==> src/rtl/motor_mv_pkg.sv <==
`default_nettype none
// ============================================================================
// Module      : motor_mv_pkg
// Description : Shared types and constants for the line-following motor
//               controller: FSM state encoding, motor direction codes,
//               parameter defaults and a small sizing helper.
// Revision    : 1.0 - initial release
// ============================================================================
package motor_mv_pkg;

    // Parameter defaults used by motor_mv
    localparam int c_PWM_PERIOD_DEF   = 100;
    localparam int c_DUTY_FWD_DEF     = 60;
    localparam int c_DUTY_TURN_DEF    = 40;
    localparam int c_LOST_TIMEOUT_DEF = 1000;

    // Motor direction codes: {fwd, rev}
    localparam logic [1:0] c_DIR_FWD  = 2'b10;
    localparam logic [1:0] c_DIR_REV  = 2'b01;
    localparam logic [1:0] c_DIR_HALT = 2'b00;

    // Controller states
    typedef enum logic [2:0] {
        ST_STOP       = 3'd0,
        ST_FORWARD    = 3'd1,
        ST_TURN_LEFT  = 3'd2,
        ST_TURN_RIGHT = 3'd3,
        ST_SEARCH     = 3'd4,
        ST_LOST       = 3'd5
    } state_t;

    // Direction of the most recent turn, used to choose the search rotation
    typedef enum logic {
        LT_LEFT  = 1'b0,
        LT_RIGHT = 1'b1
    } turn_t;

    // Larger of two integers, used to size shared counters
    function automatic int max_of(input int a, input int b);
        return (a > b) ? a : b;
    endfunction

endpackage : motor_mv_pkg
`default_nettype wire

==> src/rtl/motor_mv_pwm.sv <==
`default_nettype none
// ============================================================================
// Module      : motor_pwm
// Description : Free-running PWM counter (0..PWM_PERIOD-1) with a registered
//               comparator output. Output is high while counter < duty, so a
//               duty of PWM_PERIOD or more gives a constant high output.
// Revision    : 1.0 - initial release
// ============================================================================
module motor_pwm #(
    parameter int PWM_PERIOD = 100,
    parameter int W          = 7
) (
    input  logic         clk,
    input  logic         reset,
    input  logic [W-1:0] duty,
    output logic         pwm
);

    logic [W-1:0] r_cnt_q;
    logic [W-1:0] w_cnt_d;
    logic         r_pwm_q;
    logic         w_pwm_d;

    // Next counter value (wraps at the period end) and comparator result
    always_comb begin
        w_cnt_d = (r_cnt_q == W'(PWM_PERIOD - 1)) ? '0 : (r_cnt_q + 1'b1);
        w_pwm_d = (r_cnt_q < duty);
    end

    // Counter and registered PWM output
    always_ff @(posedge clk) begin
        if (reset) begin
            r_cnt_q <= '0;
            r_pwm_q <= 1'b0;
        end else begin
            r_cnt_q <= w_cnt_d;
            r_pwm_q <= w_pwm_d;
        end
    end

    assign pwm = r_pwm_q;

endmodule : motor_pwm
`default_nettype wire

==> src/rtl/motor_mv.sv <==
`default_nettype none
// ============================================================================
// Module      : motor_mv
// Description : Line-following motor controller. Synchronizes the line and
//               obstacle sensors, runs a Moore FSM choosing between stop,
//               forward, turning, searching and lost, decodes motor
//               directions from the state and drives both PWM enables from a
//               shared duty value.
// Revision    : 1.0 - initial release
// ============================================================================
module motor_mv
    import motor_mv_pkg::*;
#(
    parameter int PWM_PERIOD   = c_PWM_PERIOD_DEF,
    parameter int DUTY_FWD     = c_DUTY_FWD_DEF,
    parameter int DUTY_TURN    = c_DUTY_TURN_DEF,
    parameter int LOST_TIMEOUT = c_LOST_TIMEOUT_DEF
) (
    input  logic       clk,
    input  logic       reset,
    input  logic [1:0] IPS,
    input  logic       midIPS,
    input  logic       IR,
    output logic [1:0] outDirectionL,
    output logic [1:0] outDirectionR,
    output logic [1:0] enable
);

    // Counters and duty share one width; +1 so the largest value itself fits
    localparam int c_MAX_VAL = max_of(max_of(PWM_PERIOD, DUTY_FWD),
                                      max_of(DUTY_TURN, LOST_TIMEOUT));
    localparam int c_W       = $clog2(c_MAX_VAL + 1);

    // Sensor vector layout: {IR, midIPS, IPS[1:0]}
    logic [3:0]     r_sync1_q;
    logic [3:0]     r_sync2_q;
    logic [3:0]     w_sync1_d;
    logic [3:0]     w_sync2_d;

    // The synchronizer holds stale zeros for two edges after reset; this
    // shift register marks when its second stage carries real sensor data.
    logic [1:0]     r_warm_q;
    logic [1:0]     w_warm_d;

    state_t         r_state_q;
    state_t         w_state_d;
    turn_t          r_last_turn_q;
    turn_t          w_last_turn_d;
    logic [c_W-1:0] r_search_cnt_q;
    logic [c_W-1:0] w_search_cnt_d;

    logic           w_ir;
    logic           w_mid;
    logic [1:0]     w_ips;
    logic [c_W-1:0] w_duty;
    logic           w_pwm;

    // Synchronizer and warm-up shift inputs
    always_comb begin
        w_sync1_d = {IR, midIPS, IPS};
        w_sync2_d = r_sync1_q;
        w_warm_d  = {r_warm_q[0], 1'b1};
    end

    // Two-flop synchronizer and warm-up tracker
    always_ff @(posedge clk) begin
        if (reset) begin
            r_sync1_q <= '0;
            r_sync2_q <= '0;
            r_warm_q  <= '0;
        end else begin
            r_sync1_q <= w_sync1_d;
            r_sync2_q <= w_sync2_d;
            r_warm_q  <= w_warm_d;
        end
    end

    assign w_ir  = r_sync2_q[3];
    assign w_mid = r_sync2_q[2];
    assign w_ips = r_sync2_q[1:0];

    // Next-state rules in priority order; first match wins
    always_comb begin
        w_state_d = r_state_q;
        if (!r_warm_q[1]) begin
            w_state_d = ST_STOP;
        end else if (w_ir) begin
            w_state_d = ST_STOP;
        end else if (w_ips == 2'b11) begin
            w_state_d = ST_FORWARD;
        end else if (w_ips == 2'b10) begin
            w_state_d = ST_TURN_LEFT;
        end else if (w_ips == 2'b01) begin
            w_state_d = ST_TURN_RIGHT;
        end else if (w_mid) begin
            w_state_d = ST_FORWARD;
        end else if (r_state_q == ST_LOST) begin
            w_state_d = ST_LOST;
        end else if ((r_state_q == ST_SEARCH) &&
                     (r_search_cnt_q == c_W'(LOST_TIMEOUT - 1))) begin
            w_state_d = ST_LOST;
        end else begin
            w_state_d = ST_SEARCH;
        end
    end

    // Search timer restarts at zero on SEARCH entry and saturates at the limit
    always_comb begin
        w_search_cnt_d = '0;
        if ((w_state_d == ST_SEARCH) && (r_state_q == ST_SEARCH)) begin
            if (r_search_cnt_q == c_W'(LOST_TIMEOUT - 1)) begin
                w_search_cnt_d = r_search_cnt_q;
            end else begin
                w_search_cnt_d = r_search_cnt_q + 1'b1;
            end
        end
    end

    // Remember which way the robot last turned
    always_comb begin
        w_last_turn_d = r_last_turn_q;
        if (w_state_d == ST_TURN_LEFT) begin
            w_last_turn_d = LT_LEFT;
        end else if (w_state_d == ST_TURN_RIGHT) begin
            w_last_turn_d = LT_RIGHT;
        end
    end

    // State, search timer and last-turn registers
    always_ff @(posedge clk) begin
        if (reset) begin
            r_state_q      <= ST_STOP;
            r_search_cnt_q <= '0;
            r_last_turn_q  <= LT_LEFT;
        end else begin
            r_state_q      <= w_state_d;
            r_search_cnt_q <= w_search_cnt_d;
            r_last_turn_q  <= w_last_turn_d;
        end
    end

    // Duty follows the state being entered so enables change with directions
    always_comb begin
        w_duty = '0;
        unique case (w_state_d)
            ST_FORWARD:                           w_duty = c_W'(DUTY_FWD);
            ST_TURN_LEFT, ST_TURN_RIGHT,
            ST_SEARCH:                            w_duty = c_W'(DUTY_TURN);
            default:                              w_duty = '0;
        endcase
    end

    // Motor directions decoded from the registered state
    always_comb begin
        outDirectionL = c_DIR_HALT;
        outDirectionR = c_DIR_HALT;
        unique case (r_state_q)
            ST_FORWARD: begin
                outDirectionL = c_DIR_FWD;
                outDirectionR = c_DIR_FWD;
            end
            ST_TURN_LEFT: begin
                outDirectionL = c_DIR_REV;
                outDirectionR = c_DIR_FWD;
            end
            ST_TURN_RIGHT: begin
                outDirectionL = c_DIR_FWD;
                outDirectionR = c_DIR_REV;
            end
            ST_SEARCH: begin
                if (r_last_turn_q == LT_LEFT) begin
                    outDirectionL = c_DIR_REV;
                    outDirectionR = c_DIR_FWD;
                end else begin
                    outDirectionL = c_DIR_FWD;
                    outDirectionR = c_DIR_REV;
                end
            end
            default: begin
                outDirectionL = c_DIR_HALT;
                outDirectionR = c_DIR_HALT;
            end
        endcase
    end

    motor_pwm #(
        .PWM_PERIOD (PWM_PERIOD),
        .W          (c_W)
    ) u_pwm (
        .clk   (clk),
        .reset (reset),
        .duty  (w_duty),
        .pwm   (w_pwm)
    );

    // Both wheels share one duty; steering comes from direction only
    assign enable = {w_pwm, w_pwm};

endmodule : motor_mv
`default_nettype wire

==> config.mk <==
export PLATFORM = sky130hd
export DESIGN_NAME = motor_mv
export DESIGN_NICKNAME = d
export VERILOG_FILES = /design/src/rtl/motor_mv_pkg.sv /design/src/rtl/motor_mv_pwm.sv /design/src/rtl/motor_mv.sv
export SDC_FILE = /design/constraint.sdc
export NUM_CORES = 1
export LEC_CHECK = 0
export ABC_AREA = 1
export CAP_MARGIN = 10
export CORE_MARGIN = 4
export CORE_UTILIZATION = 50
export DETAILED_ROUTE_END_ITERATION = 7
export GPL_TIMING_DRIVEN = 0
export HOLD_SLACK_MARGIN = 0.05
export MAX_ROUTING_LAYER = met4
export PLACE_DENSITY = 0.71
export SLEW_MARGIN = 20
export SYNTH_ARGS = -nofsm -noshare
export SYNTH_HDL_FRONTEND = slang
export SYNTH_SLANG_ARGS = --single-unit
==> constraint.sdc <==
create_clock -name clk -period 2.1 [get_ports clk]
set_clock_uncertainty 0.1 [all_clocks]
set_input_delay 0.63 -clock clk [delete_from_list [all_inputs] [get_ports clk]]
set_output_delay 0.63 -clock clk [all_outputs]
set_load 0.02 [all_outputs]
==> flow_metrics.tcl, run 1 <==
set metrics [dict create \
    p_leak_nw 0.782 \
    portBuffers 11 \
    synth_warnings 0 \
    syn-num-nets 221 \
    critPathMaxFanout 4 \
    dp_slack_ps -235 \
    drc_errors 0 \
    grt_max_degree 11 \
    dieWidth_um 65.2 \
    dp_hpwl_um 1970 \
    cts_num_sinks 35 \
    fmax_mhz 479 \
    synth_cell_types 32 \
    finalCriticalPeriod_ps 2090 \
    vdd_drop_max_mv 0.435 \
    path_class "flop to primary output" \
    antenna_found_initial 0 \
    setup_slack_ps 11.2 \
    worst_setup_path_start_kind "flop" \
    synth_edf_count 0 \
    tightest_slew_ps 445 \
    antennaDiodeCount 0 \
    antenna_left 0 \
    clock_latency_ps 340 \
    wl_per_cell_um 11.1 \
    grt.total_usage_pct 16.6 \
    yosysSeqAreaShare_pct 42.8 \
    period_share_pct 99.5 \
    routabilityCongestion 0.821 \
    area_delta_synth_final_pct 24.9 \
    rsz0062_at_grt "yes" \
    grt_pass1_wl_um 5260 \
    netlist_area_mm2 0.00164 \
    post_synth.cell_area_avg_um2 7.90 \
    power_switching_share_pct 24.7 \
    critPathCaptureType "primary output" \
    drt-total-wl_um 3080 \
    start_util_pct 52.7 \
    slew_headroom_pct 70.4 \
    avgViaCountPerCell 4.88 \
    core_area_mm2 0.00310 \
    final_layout_size_suffix_gt1_share_pct 27.4 \
    p_int_uw 904 \
    clk_pin_slew_ps 90 \
    grt_pass1_vias 1282 \
    pwr-share-clk_pct 30.3 \
    finalSetupViolCount 0 \
    synthArstFlopShare_pct 0 \
    min_path_type "flop to flop" \
    cts_tree "done" \
    via_count 1356 \
    cts_buffers 5 \
    ys.flop_type "dfxtp_1" \
    drt_iter0_markers 61 \
    dr.pass1.iters 4 \
    fp.dieArea_mm2 0.00425 \
    p_comb_share_pct 12.2 \
    worst_hold_slack_ps 299 \
    drv_cap 0 \
    required_ps 1370 \
    netlist_instances 207 \
    power.density_mw_per_mm2 588 \
    io_pins 12 \
    worstPathArrival_ps 1360 \
    cts_root_buf "clkbuf_4" \
    fin_nets 248 \
    yosys_register_bits 35 \
    rows 20 \
    htreeDepth 2 \
    gr-total-overflow 0 \
    die_h_um 65.2 \
    hold_viol_final 0 \
    seq_power_share_pct 57.5 \
    clock_path_buffers 2 \
    slew_viol_final 0 \
    power_switching_uw 297 \
    status "finished clean" \
]
[synth_stat cells, types with 3 or more instances]
library cell	instances	share of area (%)
a21oi_1	10	3.1
dfxtp_1	35	43
ha_1	8	6.1
inv_1	37	8.5
nand2_1	26	6.0
nand3_1	11	3.4
nand4_1	6	2.3
nor2_1	31	7.1
nor3_1	4	1.2
o21ai_0	3	0.92
xor2_1	7	3.7
[stage by stage]
stage | TNS, ps | std cells | area (um^2) | power (mW) | util [%]
3_5_place_dp | -696 | 262 | 1800 | 0.820 | 58.0
2_1_floorplan | 0 | 207 | 1640 | 0.781 | -
6_report | 0 | 278 | 2040 | 1.20 | 65.8
4_1_cts | -81.5 | 273 | 1910 | 1.19 | 61.5
3_3_place_gp | -662 | 262 | 1800 | 0.817 | 58.0
5_1_grt | -282 | 278 | 2040 | 1.28 | 65.8
[worst paths after layout]
check	startpoint	to	slack, ps	cells after the start
min reg2reg	r_sync1_q[0]	r_sync2_q[0]	300	2
max	r_state_q[1]	outDirectionR[1]	10	7
min	r_sync1_q[0]	r_sync2_q[0]	300	2
max reg2reg	r_sync2_q[1]	u_pwm.pwm	30	14
[routing by layer]
layer  vias up  global-route usage, %  routed length (um)
met4         0                   8.55                  99
met1       622                   18.5                1340
met3        12                   4.10                 102
met5         -                      -                   0
met2        17                   27.6                1530
li1        705                      -                   -
[power by group through the flow]
stage	combinational (mW)	sequential [mW]	clock, mW
detailed placement	0.113	0.707	0
finish	0.147	0.691	0.364
global placement	0.111	0.706	0
global route	0.164	0.694	0.418
CTS	0.119	0.692	0.378
floorplan	0.0758	0.705	0
[sequential cells by signal, summed over array words and instances (netlist names)]
name,flops
r_search_cnt_q,10
u_pwm.r_cnt_q,10
r_sync1_q,4
r_sync2_q,4
r_state_q,3
r_warm_q,2
r_last_turn_q,1
u_pwm.pwm,1
[cells by family after synthesis]
kind of cell,count (synthesis),synth area share [%]
fa+ha+maj,8,6.12
simple gates,94,28.4
xor+xnor,9,4.82
compound gates,20,7.96
flops,35,42.8
buf+inv,41,9.87
[placed cells by master, fill, tap and decap left out, drive strengths merged]
cell type / count
or2: 3
clkinv: 1
o21bai: 1
nand3b: 1
xor2: 7
nor3: 6
o21ai: 3
a31oi: 2
nor4: 2
nand2: 27
o22ai: 1
nor3b: 1
ha: 8
clkbuf: 7
a31o: 1
inv: 38
xnor2: 2
buf: 15
nor2: 34
a21oi: 11
dfxtp: 35
o31ai: 1
dlygate4sd2: 2
clkdlybuf4s50: 5
nand4: 7
nand3: 13
[area by class of cell]
type	instances	area (um^2)
plain buffers	3	18.8
multi-input cells	131	891
inverters	38	145
flip-flops and latches	35	713
fillers	284	1060
clock buffers	6	51.3
well taps	44	55.1
clock inverters	1	5.00
repair buffers	20	164
[what timing repair did]
item | in CTS | in global routing
pin swaps | 6 | 14
setup buffers | 4 | 5
hold buffers | 0 | 0
gates resized for setup | 34 | 28
setup endpoints to repair | 7 | 5
[worst max-delay path, stage by stage, from the launching register on]
cell and delay [ps]:
dfxtp_2 350, inv_2 60, nand2_2 60, nor2_4 130, inv_2 60, o21ai_2 140
a31o_2 130, buf_6 110
(Power assumes the default switching activity.)
==> inputs of run 2 (changes only) <==
PLACE_DENSITY = 0.69   (was 0.71)
TNS_END_PERCENT = 30   (was default)
clock period = 2.7 ns   (was 2.1 ns; I/O delays follow)
==> run 2 against run 1 <==
  * Combinational power shrank 42%
  * Global-route usage down 0.96 points
  * Core utilization fell by 6.3 points
  * Register-to-register slack better by 410 ps
  * Via count down 5.0%
  * Flip-flop and latch count did not move
  * Total power down 24%
  * Clock power down 21%
  * Wire length fell by 11%
  * Non-clock buffer count fell by 9
==> flow_metrics.tcl, run 2 (synthesis results as in run 1) <==
set metrics [dict create \
    min_path_type "flop to flop" \
    p_leak_nw 0.728 \
    setup_slack_ps 153 \
    core_area_mm2 0.00310 \
    slew_headroom_pct 71.9 \
    instances_no_fill 269 \
    gr-total-overflow 0 \
    fin_nets 239 \
    io_pins 12 \
    clock_path_buffers 2 \
    wl_per_cell_um 10.2 \
    power.density_mw_per_mm2 493 \
    dieWidth_um 65.2 \
    ctsHoldBuffers 0 \
    critPathCaptureType "primary output" \
    antennaDiodeCount 0 \
    dp_slack_ps 84.0 \
    cts_num_sinks 35 \
    final_layout_size_suffix_gt1_share_pct 11.1 \
    place_inst 262 \
    top_regs "r_search_cnt_q: 10 flops, u_pwm.r_cnt_q: 10 flops" \
    worst_setup_path_start_kind "flop" \
    htreeDepth 2 \
    grt.total_usage_pct 15.6 \
    drc_errors 0 \
    fp.dieArea_mm2 0.00425 \
    period_share_pct 94.3 \
    portBuffers 11 \
    dr.pass1.iters 4 \
    die_h_um 65.2 \
    routabilityCongestion 0.858 \
    required_ps 1790 \
    clk_pin_slew_ps 100 \
    tightest_slew_ps 421 \
    design_area_mm2 0.00185 \
    antenna_left 0 \
    rows 20 \
    grt_max_degree 11 \
    fillers 307 \
    via_count 1288 \
    final_common_cell "inv_1" \
    drt_iter0_markers 20 \
    slew_viol_final 0 \
    cts_buffers 5 \
    critPathMaxFanout 4 \
    cts_setup_buffers 0 \
    finalSetupViolCount 0 \
    grt_pass1_wl_um 5020 \
    worstPathArrival_ps 1640 \
    cts_tree "done" \
    cts_root_buf "clkbuf_4" \
    grt_pass1_vias 1271 \
    antenna_found_initial 0 \
    rsz0062_at_grt "no" \
    status "finished clean" \
    vdd_drop_max_mv 0.369 \
    fmax_mhz 393 \
    finalCriticalPeriod_ps 2550 \
    avgViaCountPerCell 4.79 \
    dp_hpwl_um 2150 \
    start_util_pct 52.7 \
    placed_area_mm2 0.00180 \
    final_cell_mix "37 x inv_1, 35 x dfxtp_1, 31 x nor2_1" \
    area_delta_synth_final_pct 13.0 \
    drt-total-wl_um 2750 \
    drv_cap 0 \
    path_class "flop to primary output" \
    fin_setup_tns_ps 0 \
    clock_latency_ps 340 \
    hold_viol_final 0 \
]
[run 2: changes by cell type in the layout (fill, tap and decap cells not counted), moves of 3 or more]
cell     change
nor2_4       -4
nand2_2      -3
buf_4       -10
inv_2        -4
nand2_1      +4
dfxtp_1      +6
nor2_1       +3
dfxtp_2      -4
ha_1         +4
inv_1        +5
[run 2: worst paths after layout]
path | startpoint | end | slack (ps) | depth (start not counted)
max | r_state_q[1] | outDirectionL[0] | 150 | 6
min | r_sync1_q[1] | r_sync2_q[1] | 300 | 2
max reg2reg | r_search_cnt_q[0] | u_pwm.pwm | 440 | 12
min reg2reg | r_sync1_q[1] | r_sync2_q[1] | 300 | 2
[run 2: repair_timing]
item | CTS | global route
endpoints found under the setup margin | 4 | 2
gates resized for setup | 5 | 2
endpoints found under the hold margin | 0 | 0
[run 2: final cells by class]
class | instances | area [um^2] | area share, %
inverters | 38 | 143 | 7.72
plain buffers | 3 | 18.8 | 1.02
well taps | 44 | 55.1 | 2.98
clock inverters | 1 | 5.00 | 0.271
multi-input cells | 131 | 773 | 41.8
flip-flops and latches | 35 | 701 | 37.9
repair buffers | 11 | 101 | 5.48
clock buffers | 6 | 51.3 | 2.78
[run 2: routing by layer]
layer  global-route usage (%)  wire length [um]
met5                        -                 0
met4                     6.99                54
met3                     5.64                96
met2                     27.6              1370
met1                     15.4              1230
[run 2: power by group]
part	internal [mW]	switching [mW]	leakage (nW)
registers	0.531	0.00754	0.285
logic	0.0383	0.0472	0.408
clock network	0.121	0.167	0.0341
total	0.689	0.222	0.728
[run 2: worst max-delay path, cell delays in order (launching register included)]
cell	delay [ps]
dfxtp_1	350
inv_1	80
nand2_1	70
nor2_2	170
inv_1	100
o21ai_1	170
dlygate4sd2_1	360
[run 2: through the flow]
step / total power [mW] / hold slack, ps / utilization (%)
after floorplan: 0.607 / 288 / -
after global placement: 0.635 / 289 / 58.0
after detailed placement: 0.639 / 296 / 58.0
after CTS: 0.925 / 307 / 59.7
after global routing: 0.960 / 326 / 59.6
final: 0.911 / 301 / 59.6
==> inputs of run 3 (changes only) <==
HOLD_SLACK_MARGIN = default   (was 0.05)
SKIP_CTS_REPAIR_TIMING = 1   (was default)
SKIP_LAST_GASP = 1   (was default)
==> run 3 against run 2 <==
  * Sequential power about the same
  * Critical endpoint unchanged
  * Flip-flop and latch count unchanged
  * Global-route usage unchanged
  * Register-to-register slack about the same
  * The run now ends with setup timing left
  * Critical path depth unchanged
  * Wire length about the same
  * Highest routed layer unchanged
  * Die area unchanged
==> flow_metrics.tcl, run 3 (synthesis results as in run 1) <==
set metrics [dict create \
    clock_path_buffers 2 \
    vdd_drop_max_mv 0.369 \
    grt_pass1_vias 1271 \
    ff2ff_path_depth 12 \
    cts_tree "done" \
    fin_nets 239 \
    start_util_pct 52.7 \
    worstPathArrival_ps 1920 \
    instances_no_fill 269 \
    worst_setup_path_start_kind "flop" \
    drc_errors 0 \
    min_path_type "flop to flop" \
    reg2reg_to "u_pwm.pwm" \
    tightest_slew_ps 421 \
    io_pins 12 \
    dp_slack_ps 84.0 \
    dr.pass1.iters 4 \
    critPathMaxFanout 4 \
    rsz0062_at_grt "yes" \
    worstReg2RegStart "r_search_cnt_q[0]" \
    hold_viol_final 0 \
    grt.total_usage_pct 15.6 \
    antennaDiodeCount 0 \
    drt_iter0_markers 20 \
    setup_slack_ps -128 \
    via_count 1285 \
    top_regs "r_search_cnt_q: 10 flops, u_pwm.r_cnt_q: 10 flops" \
    finalSetupViolCount 3 \
    die_h_um 65.2 \
    place_inst 262 \
    cts_root_buf "clkbuf_4" \
    required_ps 1790 \
    clock_latency_ps 340 \
    cp.buffers_inverters 3 \
    status "finished with violations" \
    antenna_left 0 \
    crit_chain "inv_1, nand2_1, nor2_2, inv_1, o21ai_1, clkdlybuf4s50_1" \
    dp_hpwl_um 2150 \
    wl_per_cell_um 10.2 \
    portBuffers 11 \
    grt_max_degree 11 \
    crit_path_top_delay_cell "clkdlybuf4s50_1" \
    final_layout_size_suffix_gt1_share_pct 10.7 \
    path_common_cell "inv_1" \
    path_class "flop to primary output" \
    violations "setup timing" \
    routabilityCongestion 0.858 \
    fp.dieArea_mm2 0.00425 \
    max_stage_delay_ps 630 \
    min_path_cells 2 \
    fillers 305 \
    finalCriticalPeriod_ps 2830 \
    regToRegSetupSlack_ps 440 \
    avgViaCountPerCell 4.78 \
    drt-total-wl_um 2740 \
    grt_pass1_wl_um 5020 \
    gr-total-overflow 0 \
    drv_cap 0 \
    dieWidth_um 65.2 \
    core_area_mm2 0.00310 \
    p_leak_nw 0.729 \
    htreeDepth 2 \
    power.density_mw_per_mm2 491 \
    slew_viol_final 0 \
    clk_pin_slew_ps 100 \
    antenna_found_initial 0 \
    final_cell_mix "37 x inv_1, 35 x dfxtp_1, 31 x nor2_1" \
    fin_setup_tns_ps -295 \
    period_share_pct 105 \
    final_common_cell "inv_1" \
    cp_top_family "buffers and inverters" \
    area_delta_synth_final_pct 13.7 \
    cts_buffers 5 \
    rows 20 \
    fmax_mhz 354 \
    critPathCaptureType "primary output" \
    cts_num_sinks 35 \
    slew_headroom_pct 71.9 \
    hp-start "r_sync1_q[1]" \
    whs_endpoint "r_sync2_q[1]" \
    power.total_uw 913 \
    utilization_pct 59.9 \
]
==> run 3: cell type report <==
cell class	count	area, um^2	area share, %
Buffer	3	18.8	1.01
Clock buffer	6	51.3	2.76
Clock inverter	1	5.00	0.269
Inverter	38	143	7.67
Multi-Input combinational cell	131	773	41.6
Sequential cell	35	701	37.7
Tap cell	44	55.1	2.96
Timing Repair Buffer	11	113	6.06
==> run 3: worst max path at each step <==
stage                             from                to  cells after the start
after floorplan           r_state_q[1]  outDirectionR[1]                      6
after global placement    r_state_q[1]  outDirectionR[1]                      7
after detailed placement  r_state_q[1]  outDirectionR[1]                      7
after CTS                 r_state_q[1]  outDirectionR[1]                      7
after global routing      r_state_q[1]  outDirectionR[0]                      6
final                     r_state_q[1]  outDirectionL[0]                      6
==> run 3: worst min-delay path: cells and delay by family (launching register included) <==
family | cells | cell delay, ps
buffers and inverters | 1 | 40
DFF | 1 | 310
and+or+nand+nor | 1 | 30
==> run 3: routing by layer <==
layer	vias to the layer above	part of all wire [%]	GRT usage (%)
met5	-	0	-
met4	0	2.0	6.99
met3	6	3.5	5.64
met2	10	50	27.6
met1	580	45	15.4
li1	689	-	-
==> run 3: where the power goes <==
| part | switching, mW | total (mW) | internal (mW) | leakage (nW) |
|---|---|---|---|---|
| Clock | 0.167 | 0.288 | 0.121 | 0.0341 |
| Combinational | 0.0472 | 0.0872 | 0.0400 | 0.410 |
| Sequential | 0.00754 | 0.538 | 0.531 | 0.285 |
==> run 3: through the flow <==
| stage | hold WS [ps] | instance area, um^2 |
|---|---|---|
| floorplan | 288 | 1640 |
| global placement | 289 | 1800 |
| detailed placement | 296 | 1800 |
| CTS | 307 | 1860 |
| global route | 326 | 1860 |
| finish | 301 | 1860 |
